==> src/rtl/ex_muldiv_unit_if.sv <==
// Handshake and result bundle between the EX stage and the iterative multiply/divide unit.
interface ex_muldiv_unit_if #(parameter int WIDTH = 32);
  logic             Start;
  logic             RdHiLo;
  logic [5:0]       Funct_EX;
  logic [WIDTH-1:0] RD1_EX;
  logic [WIDTH-1:0] RD2_EX;
  logic [WIDTH-1:0] HI;
  logic [WIDTH-1:0] LO;
  logic             Busy;
  logic             Stall;
  logic             Done;
  logic             DivZero;

  modport master (
    output Start, RdHiLo, Funct_EX, RD1_EX, RD2_EX,
    input  HI, LO, Busy, Stall, Done, DivZero
  );

  modport slave (
    input  Start, RdHiLo, Funct_EX, RD1_EX, RD2_EX,
    output HI, LO, Busy, Stall, Done, DivZero
  );
endinterface

==> src/rtl/ex_muldiv_unit.sv <==
// Iterative MULT/MULTU/DIV/DIVU unit with HI/LO registers and hazard stall request.
// Optional macro MULDIV_EARLY_OUT_EN: multiply finishes once the remaining multiplier bits are zero.
module ex_muldiv_unit #(
  parameter int WIDTH = 32
) (
  input logic              Clk,
  input logic              Rst,
  ex_muldiv_unit_if.slave  bus
);
  localparam int CNT_W = $clog2(WIDTH + 1);
  localparam logic [CNT_W-1:0] LAST_STEP = CNT_W'(WIDTH - 1);

  localparam logic [1:0] ST_IDLE = 2'd0;
  localparam logic [1:0] ST_RUN  = 2'd1;
  localparam logic [1:0] ST_FIX  = 2'd2;

  localparam logic [5:0] F_MTHI  = 6'h11;
  localparam logic [5:0] F_MTLO  = 6'h13;
  localparam logic [5:0] F_MULT  = 6'h18;
  localparam logic [5:0] F_MULTU = 6'h19;
  localparam logic [5:0] F_DIV   = 6'h1A;
  localparam logic [5:0] F_DIVU  = 6'h1B;

  function automatic logic [WIDTH-1:0] mag(input logic [WIDTH-1:0] x, input logic sgn);
    logic signed [WIDTH-1:0] sx;
    sx = x;
    return (sgn && sx < 0) ? -x : x;
  endfunction

  function automatic logic [WIDTH-1:0] neg_w(input logic [WIDTH-1:0] x, input logic neg);
    return neg ? -x : x;
  endfunction

  function automatic logic [2*WIDTH-1:0] neg_2w(input logic [2*WIDTH-1:0] x, input logic neg);
    return neg ? -x : x;
  endfunction

  logic [1:0]         state;
  logic [CNT_W-1:0]   cnt;
  logic               op_div;
  logic               neg_main;
  logic               neg_rem;
  logic               dz;
  logic [WIDTH-1:0]   hi_q;
  logic [WIDTH-1:0]   lo_q;
  logic               done_q;
  logic               divzero_q;

  // Shared datapath: multiply uses acc/mcand/mplier; divide keeps the
  // remainder in acc[WIDTH-1:0], divisor in mcand[WIDTH-1:0], quotient in mplier.
  logic [2*WIDTH-1:0] acc;
  logic [2*WIDTH-1:0] mcand;
  logic [WIDTH-1:0]   mplier;

  logic is_mul, is_div, is_sgn, accept, wr_hi, wr_lo, busy, mul_last;
  logic [2*WIDTH-1:0] mul_acc;
  logic [WIDTH:0]     div_shift;
  logic [WIDTH+1:0]   div_trial;
  logic [WIDTH-1:0]   div_rem;
  logic               div_qbit;
  logic [2*WIDTH-1:0] prod;

  assign is_mul = (bus.Funct_EX == F_MULT) || (bus.Funct_EX == F_MULTU);
  assign is_div = (bus.Funct_EX == F_DIV)  || (bus.Funct_EX == F_DIVU);
  assign is_sgn = (bus.Funct_EX == F_MULT) || (bus.Funct_EX == F_DIV);
  assign accept = bus.Start && (is_mul || is_div) && (state == ST_IDLE);
  assign wr_hi  = bus.Start && (bus.Funct_EX == F_MTHI) && (state == ST_IDLE);
  assign wr_lo  = bus.Start && (bus.Funct_EX == F_MTLO) && (state == ST_IDLE);
  assign busy   = (state != ST_IDLE);

  assign mul_acc = acc + (mplier[0] ? mcand : '0);

  // Restoring step: a negative trial difference means the divisor did not fit.
  always_comb begin
    div_shift = {acc[WIDTH-1:0], mplier[WIDTH-1]};
    div_trial = {1'b0, div_shift} - {2'b00, mcand[WIDTH-1:0]};
    div_qbit  = ~div_trial[WIDTH+1];
    div_rem   = div_qbit ? div_trial[WIDTH-1:0] : div_shift[WIDTH-1:0];
  end

`ifdef MULDIV_EARLY_OUT_EN
  assign mul_last = ~op_div && (mplier[WIDTH-1:1] == '0);
`else
  assign mul_last = 1'b0;
`endif

  assign prod = neg_2w(acc, neg_main);

  always_ff @(posedge Clk) begin
    if (accept) begin
      acc <= '0;
      if (is_div) begin
        mplier <= mag(bus.RD1_EX, is_sgn);
        mcand  <= {{WIDTH{1'b0}}, mag(bus.RD2_EX, is_sgn)};
      end else begin
        mcand  <= {{WIDTH{1'b0}}, mag(bus.RD1_EX, is_sgn)};
        mplier <= mag(bus.RD2_EX, is_sgn);
      end
    end else if (state == ST_RUN) begin
      if (op_div) begin
        acc    <= {{WIDTH{1'b0}}, div_rem};
        mplier <= {mplier[WIDTH-2:0], div_qbit};
      end else begin
        acc    <= mul_acc;
        mcand  <= mcand << 1;
        mplier <= mplier >> 1;
      end
    end
  end

  always_ff @(posedge Clk or posedge Rst) begin
    if (Rst) begin
      state     <= ST_IDLE;
      cnt       <= '0;
      op_div    <= 1'b0;
      neg_main  <= 1'b0;
      neg_rem   <= 1'b0;
      dz        <= 1'b0;
      hi_q      <= '0;
      lo_q      <= '0;
      done_q    <= 1'b0;
      divzero_q <= 1'b0;
    end else begin
      done_q    <= 1'b0;
      divzero_q <= 1'b0;
      case (state)
        ST_IDLE: begin
          if (accept) begin
            state    <= ST_RUN;
            cnt      <= '0;
            op_div   <= is_div;
            neg_main <= is_sgn && (bus.RD1_EX[WIDTH-1] ^ bus.RD2_EX[WIDTH-1]);
            neg_rem  <= is_sgn && bus.RD1_EX[WIDTH-1];
            dz       <= is_div && (bus.RD2_EX == '0);
          end else if (wr_hi) begin
            hi_q <= bus.RD1_EX;
          end else if (wr_lo) begin
            lo_q <= bus.RD1_EX;
          end
        end
        ST_RUN: begin
          cnt <= cnt + CNT_W'(1);
          if (cnt == LAST_STEP || mul_last) state <= ST_FIX;
        end
        ST_FIX: begin
          state     <= ST_IDLE;
          done_q    <= 1'b1;
          divzero_q <= dz;
          if (!op_div) begin
            hi_q <= prod[2*WIDTH-1:WIDTH];
            lo_q <= prod[WIDTH-1:0];
          end else if (!dz) begin
            lo_q <= neg_w(mplier, neg_main);
            hi_q <= neg_w(acc[WIDTH-1:0], neg_rem);
          end
        end
        default: state <= ST_IDLE;
      endcase
    end
  end

  assign bus.HI      = hi_q;
  assign bus.LO      = lo_q;
  assign bus.Busy    = busy;
  assign bus.Stall   = busy && (bus.Start || bus.RdHiLo);
  assign bus.Done    = done_q;
  assign bus.DivZero = divzero_q;
endmodule
==> src/flat_wrapper.sv <==
// flat-port wrapper written by rule: the top's interface ports become plain ports
module ex_muldiv_unit_flat 
#(
  parameter int WIDTH = 32
)
  (Clk, Rst, bus_Start, bus_RdHiLo, bus_Funct_EX, bus_RD1_EX, bus_RD2_EX, bus_HI, bus_LO, bus_Busy, bus_Stall, bus_Done, bus_DivZero);
  ex_muldiv_unit_if #(.WIDTH(WIDTH)) bus_i ();
  input logic Clk;
  input logic Rst;
  input wire logic [$bits(bus_i.Start)-1:0] bus_Start;
  input wire logic [$bits(bus_i.RdHiLo)-1:0] bus_RdHiLo;
  input wire logic [$bits(bus_i.Funct_EX)-1:0] bus_Funct_EX;
  input wire logic [$bits(bus_i.RD1_EX)-1:0] bus_RD1_EX;
  input wire logic [$bits(bus_i.RD2_EX)-1:0] bus_RD2_EX;
  output wire logic [$bits(bus_i.HI)-1:0] bus_HI;
  output wire logic [$bits(bus_i.LO)-1:0] bus_LO;
  output wire logic [$bits(bus_i.Busy)-1:0] bus_Busy;
  output wire logic [$bits(bus_i.Stall)-1:0] bus_Stall;
  output wire logic [$bits(bus_i.Done)-1:0] bus_Done;
  output wire logic [$bits(bus_i.DivZero)-1:0] bus_DivZero;
  assign bus_i.Start = bus_Start;
  assign bus_i.RdHiLo = bus_RdHiLo;
  assign bus_i.Funct_EX = bus_Funct_EX;
  assign bus_i.RD1_EX = bus_RD1_EX;
  assign bus_i.RD2_EX = bus_RD2_EX;
  assign bus_HI = bus_i.HI;
  assign bus_LO = bus_i.LO;
  assign bus_Busy = bus_i.Busy;
  assign bus_Stall = bus_i.Stall;
  assign bus_Done = bus_i.Done;
  assign bus_DivZero = bus_i.DivZero;
  ex_muldiv_unit #(.WIDTH(WIDTH)) u_core (.Clk(Clk), .Rst(Rst), .bus(bus_i));
endmodule
==> config.mk <==
export PLATFORM = sky130hd
export DESIGN_NAME = ex_muldiv_unit_flat
export DESIGN_NICKNAME = d
export VERILOG_FILES = /design/src/rtl/ex_muldiv_unit_if.sv /design/src/rtl/ex_muldiv_unit.sv /design/src/flat_wrapper.sv
export SDC_FILE = /design/constraint.sdc
export NUM_CORES = 1
export LEC_CHECK = 0
export BUFFER_PORTS_ARGS = -buffer_cell sky130_fd_sc_hd__buf_2
export CORE_MARGIN = 8
export CORE_UTILIZATION = 40
export CTS_CLUSTER_SIZE = 12
export DETAILED_ROUTE_END_ITERATION = 10
export GPL_TIMING_DRIVEN = 0
export MAX_ROUTING_LAYER = met4
export RECOVER_POWER = 100
export SYNTH_ARGS = -nofsm -noshare
export SYNTH_HDL_FRONTEND = slang
export SYNTH_SLANG_ARGS = --single-unit
==> constraint.sdc <==
create_clock -name Clk -period 4.9 [get_ports Clk]
set_input_delay 0.245 -clock Clk [delete_from_list [all_inputs] [get_ports Clk]]
set_output_delay 0.245 -clock Clk [all_outputs]
set_load 0.01 [all_outputs]
==> flow_summary_export.csv <==
group,metric,value,unit
outcome,outcome,"complete, but fails checks",
setup_path,path_class,"reg2reg",
job,cap_violations,1,
logic_synthesis,async_flop_share,0.3277,
final_layout,drive_gt1_frac,0.05473,
final_layout,stdcell_area,0.02350,mm²
logic_synthesis,seq_area_frac_synth,0.2916,
sta,final_hold_viol_count,0,
grt,grt_pass1_vias,20488,
grt,grt_busiest_layer,"met2",
logic_synthesis,post-synth-top-area-cell,"edfxtp_1",
logic_synthesis,syn_area_per_cell,7.737,µm²
sta,worst_slew_pin_slew,3.293,ns
floorplanning,rows,84,
placement,pre_cts_ws,-0.6171,ns
setup_path,reg2reg_slack,0.11,ns
grt,gr-usage-met1,0.4106,
logic_synthesis,synth_top_area_frac,0.1374,
cts,root_buffer,"clkbuf_16",
sta,period_share,0.9770,
logic_synthesis,ys_seq_elements,238,
sta,period_needed,4.787,ns
setup_path,slowest_delay,0.78,ns
routing,dr.pass1.iters,6,
floorplanning,die_area,0.06002,mm²
cts,clk_pin_slew,0.07,ns
setup_path,crit_top_cell,"clkbuf_1",
sta,report.final.slew_viol_count,59,
routing,postRouteAntennaNets,0,
setup_path,r2r-end,"u_core.mcand[17]$_DFFE_PP_",
power,vdd_ir_drop_max,0.2924,mV
floorplanning,die_y,245.0,µm
logic_synthesis,yosysWarningCount,0,
hold_path,hold_start,"bus_RD1_EX[5]",
placement,dp_hpwl,73.54,mm
routing,post_drt_via_cell_ratio,6.066,
power,leakagePower,9.231,nW
cts,cts.path.max_buffers,3,
setup_path,path_max_fanout,55,
final_layout,finalNetCount,3057,
routing,vias,21800,
grt,met3_usage,0.05685,
setup_path,reg2reg_from,"u_core.state[1]$_DFFE_PP0P_",
routing,avgRoutedWirePerCell,25.45,µm
logic_synthesis,yosysMostFrequentCell,"nand2_1",
logic_synthesis,syn_inst,2711,
grt,antenna_found_initial,2,
floorplanning,die_x,245.0,µm
setup_path,crit_required,5.04,ns
grt,grt_pass1_wl,133.8,mm
hold_path,hold_path_depth,3,
logic_synthesis,synth_flop_cell,"edfxtp_1",
grt,gr-usage-met2,0.4455,
placement,place_area,0.02258,mm²
sta,setup_viol,0,
hold_path,min_to,"u_core.bus.HI[5]$_DFFE_PP0P_",
logic_synthesis,yosysUniqueCellTypes,86,
final_layout,fill_cells,5419,
cts,cts_buffers,30,
setup_path,path_cells,"nor2_1, nand3_1, clkbuf_1, clkbuf_1, clkbuf_1, nand2_1, clkbuf_4",
setup_path,endpoint_kind,"register",
setup_path,cp_slowest_cell,"clkbuf_1",
floorplanning,core,0.05224,mm²
final_layout,syn_to_final_growth,12.03,%
setup_path,startpoint_type,"register",
routing,drc_errors,0,
power,powerDensity,480.4,mW/mm²
sta,clock_skew,0.01533,ns
logic_synthesis,synth_edf_count,96,
sta,fin_ws,0.1126,ns
sta,slew_headroom,-1.195,
grt,grt_max_degree,59,
routing,drt_iter0_drc,2545,
grt,grt-ovfl-total,0,
outcome,violations,"max-capacitance violations, max-slew violations",
logic_synthesis,synth_commonest_cells,"nand2_1, o21ai_0, a21oi_1",
logic_synthesis,synth_area_leaders,"edfxtp_1, dfrtp_1, xnor2_1",
cts,tritoncts,"done",
hold_path,min_path_type,"in2reg",
floorplanning,io_pins,142,
floorplanning,start_util,0.4015,
placement,portBuffers,135,
sta,grt_setup_unrepaired,"yes",
logic_synthesis,syn_nets,2887,
cts,clkLatencyLatePin,0.59,ns
routing,drt-total-wl,91.45,mm
placement,globalplace.congestion,1.014,
setup_path,crit_arrival,4.93,ns
setup_path,r2r.worst_path.cells,7,
grt,grt_use_total,0.3000,
cts,clock_sinks,238,
logic_synthesis,mappedNetlistArea,0.02097,mm²
sta,fmax,208.9,MHz
cts,h-tree-depth,1,
==> worst max-delay path by stage <==
stage,from,endpoint,slack [ns],cells after the start
global placement,bus_Funct_EX[4],u_core.mcand[0]$_SDFFCE_PP0P_,-1.04,8
floorplan,u_core.mplier[0]$_DFFE_PP_,u_core.acc[58]$_SDFFE_PN0P_,1.01,15
detailed placement,u_core.mplier[0]$_DFFE_PP_,u_core.acc[60]$_SDFFE_PN0P_,-0.62,15
finish,u_core.state[1]$_DFFE_PP0P_,u_core.mcand[17]$_DFFE_PP_,0.11,7
global route,u_core.mplier[0]$_DFFE_PP_,u_core.acc[58]$_SDFFE_PN0P_,-0.08,14
CTS,u_core.mplier[0]$_DFFE_PP_,u_core.acc[58]$_SDFFE_PN0P_,0.12,14
==> metal layers <==
metal  wire [µm]  up-vias
li1            -    10060
met1       41120    10618
met2       39140      969
met3        8045      153
met4        3153        0
met5           0        -
==> flip-flops by register name, summed over array words and instances (netlist names), 2 cells and up <==
signal,cells
u_core.bus.HI,32
u_core.mplier,32
u_core.bus.LO,32
u_core.mcand,64
u_core.state,2
u_core.cnt,6
u_core.acc,64
==> metrics by stage <==
step                        util  hold WS [ns]  setup TNS [ns]  std cells  power [mW]
after floorplan                -        0.4239               0       2711       6.863
after global placement    0.4309        0.4596          -69.02       3534       8.677
after detailed placement  0.4322        0.2226          -4.079       3536       8.734
after CTS                 0.4528       0.02607               0       3593       11.13
after global routing      0.4498       0.05105        -0.08254       3594       11.90
final                     0.4498       0.03893               0       3594       11.29
==> kinds of logic after synthesis <==
kind of cell,after synthesis,synth area share
buf+inv,274,0.04963
fa+ha+maj,102,0.06156
compound gates,881,0.2593
simple gates,904,0.2034
mux,54,0.02679
xor+xnor,258,0.1077
flops,238,0.2916
==> what timing repair did <==
| action | 4_1_cts | 5_1_grt |
|---|---|---|
| hold buffers | 1 | 0 |
| hold endpoints to repair | 78 | 0 |
| buffers inserted | 1 | 0 |
| gates resized for setup | 5 | 5 |
| setup endpoints to repair | 15 | 10 |
==> where the power goes <==
part           switching [mW]  leakage (nW)  internal, mW
registers               0.586          2.37          2.44
logic                    3.75          6.36          2.12
clock network           0.971         0.500          1.42
total                    5.31          9.23          5.98
==> area by class of cell <==
| class | instances | area, µm² | share of cell area |
|---|---|---|---|
| sequential | 238 | 6116 | 0.2603 |
| clock inverter | 18 | 207.7 | 0.008839 |
| tap | 688 | 860.8 | 0.03663 |
| inverter | 83 | 312.8 | 0.01331 |
| clock buffer | 38 | 833.3 | 0.03546 |
| buffer | 190 | 726.9 | 0.03094 |
| timing repair buffer | 139 | 616.8 | 0.02625 |
| multi-input combinational | 2199 | 13820 | 0.5882 |
| antenna | 1 | 2.502 | 0.0001065 |
==> worst max-delay path: cells and delay by family, from the launching register on <==
family / cells / cell delay, ns
buffers and inverters: 4 / 2.82
flip-flops: 1 / 0.51
AND/OR/NAND/NOR: 3 / 0.85
==> layout by cell type, fill, tap and decap left out, types with 22 or more instances in the layout <==
cell type / netlist / final
a31oi_1: 26 / 26
clkbuf_1: 173 / 247
nand2_1: 339 / 339
xnor2_1: 155 / 155
nor2_1: 227 / 227
o31ai_1: 45 / 45
edfxtp_1: 96 / 96
clkbuf_16: 0 / 32
nor3_1: 38 / 38
and2_1: 76 / 53
buf_2: 4 / 68
ha_1: 100 / 100
nand3_1: 48 / 48
o211ai_1: 33 / 33
a21o_1: 52 / 52
a211oi_1: 63 / 63
a21oi_1: 240 / 240
dfxtp_1: 64 / 64
nand4_1: 28 / 29
inv_1: 81 / 81
xor2_1: 103 / 103
mux2i_1: 46 / 46
dfrtp_1: 78 / 78
o21ai_0: 244 / 257
and2_0: 1 / 24
o21ai_1: 35 / 22
No activity file was read; power rests on OpenSTA's default activity.
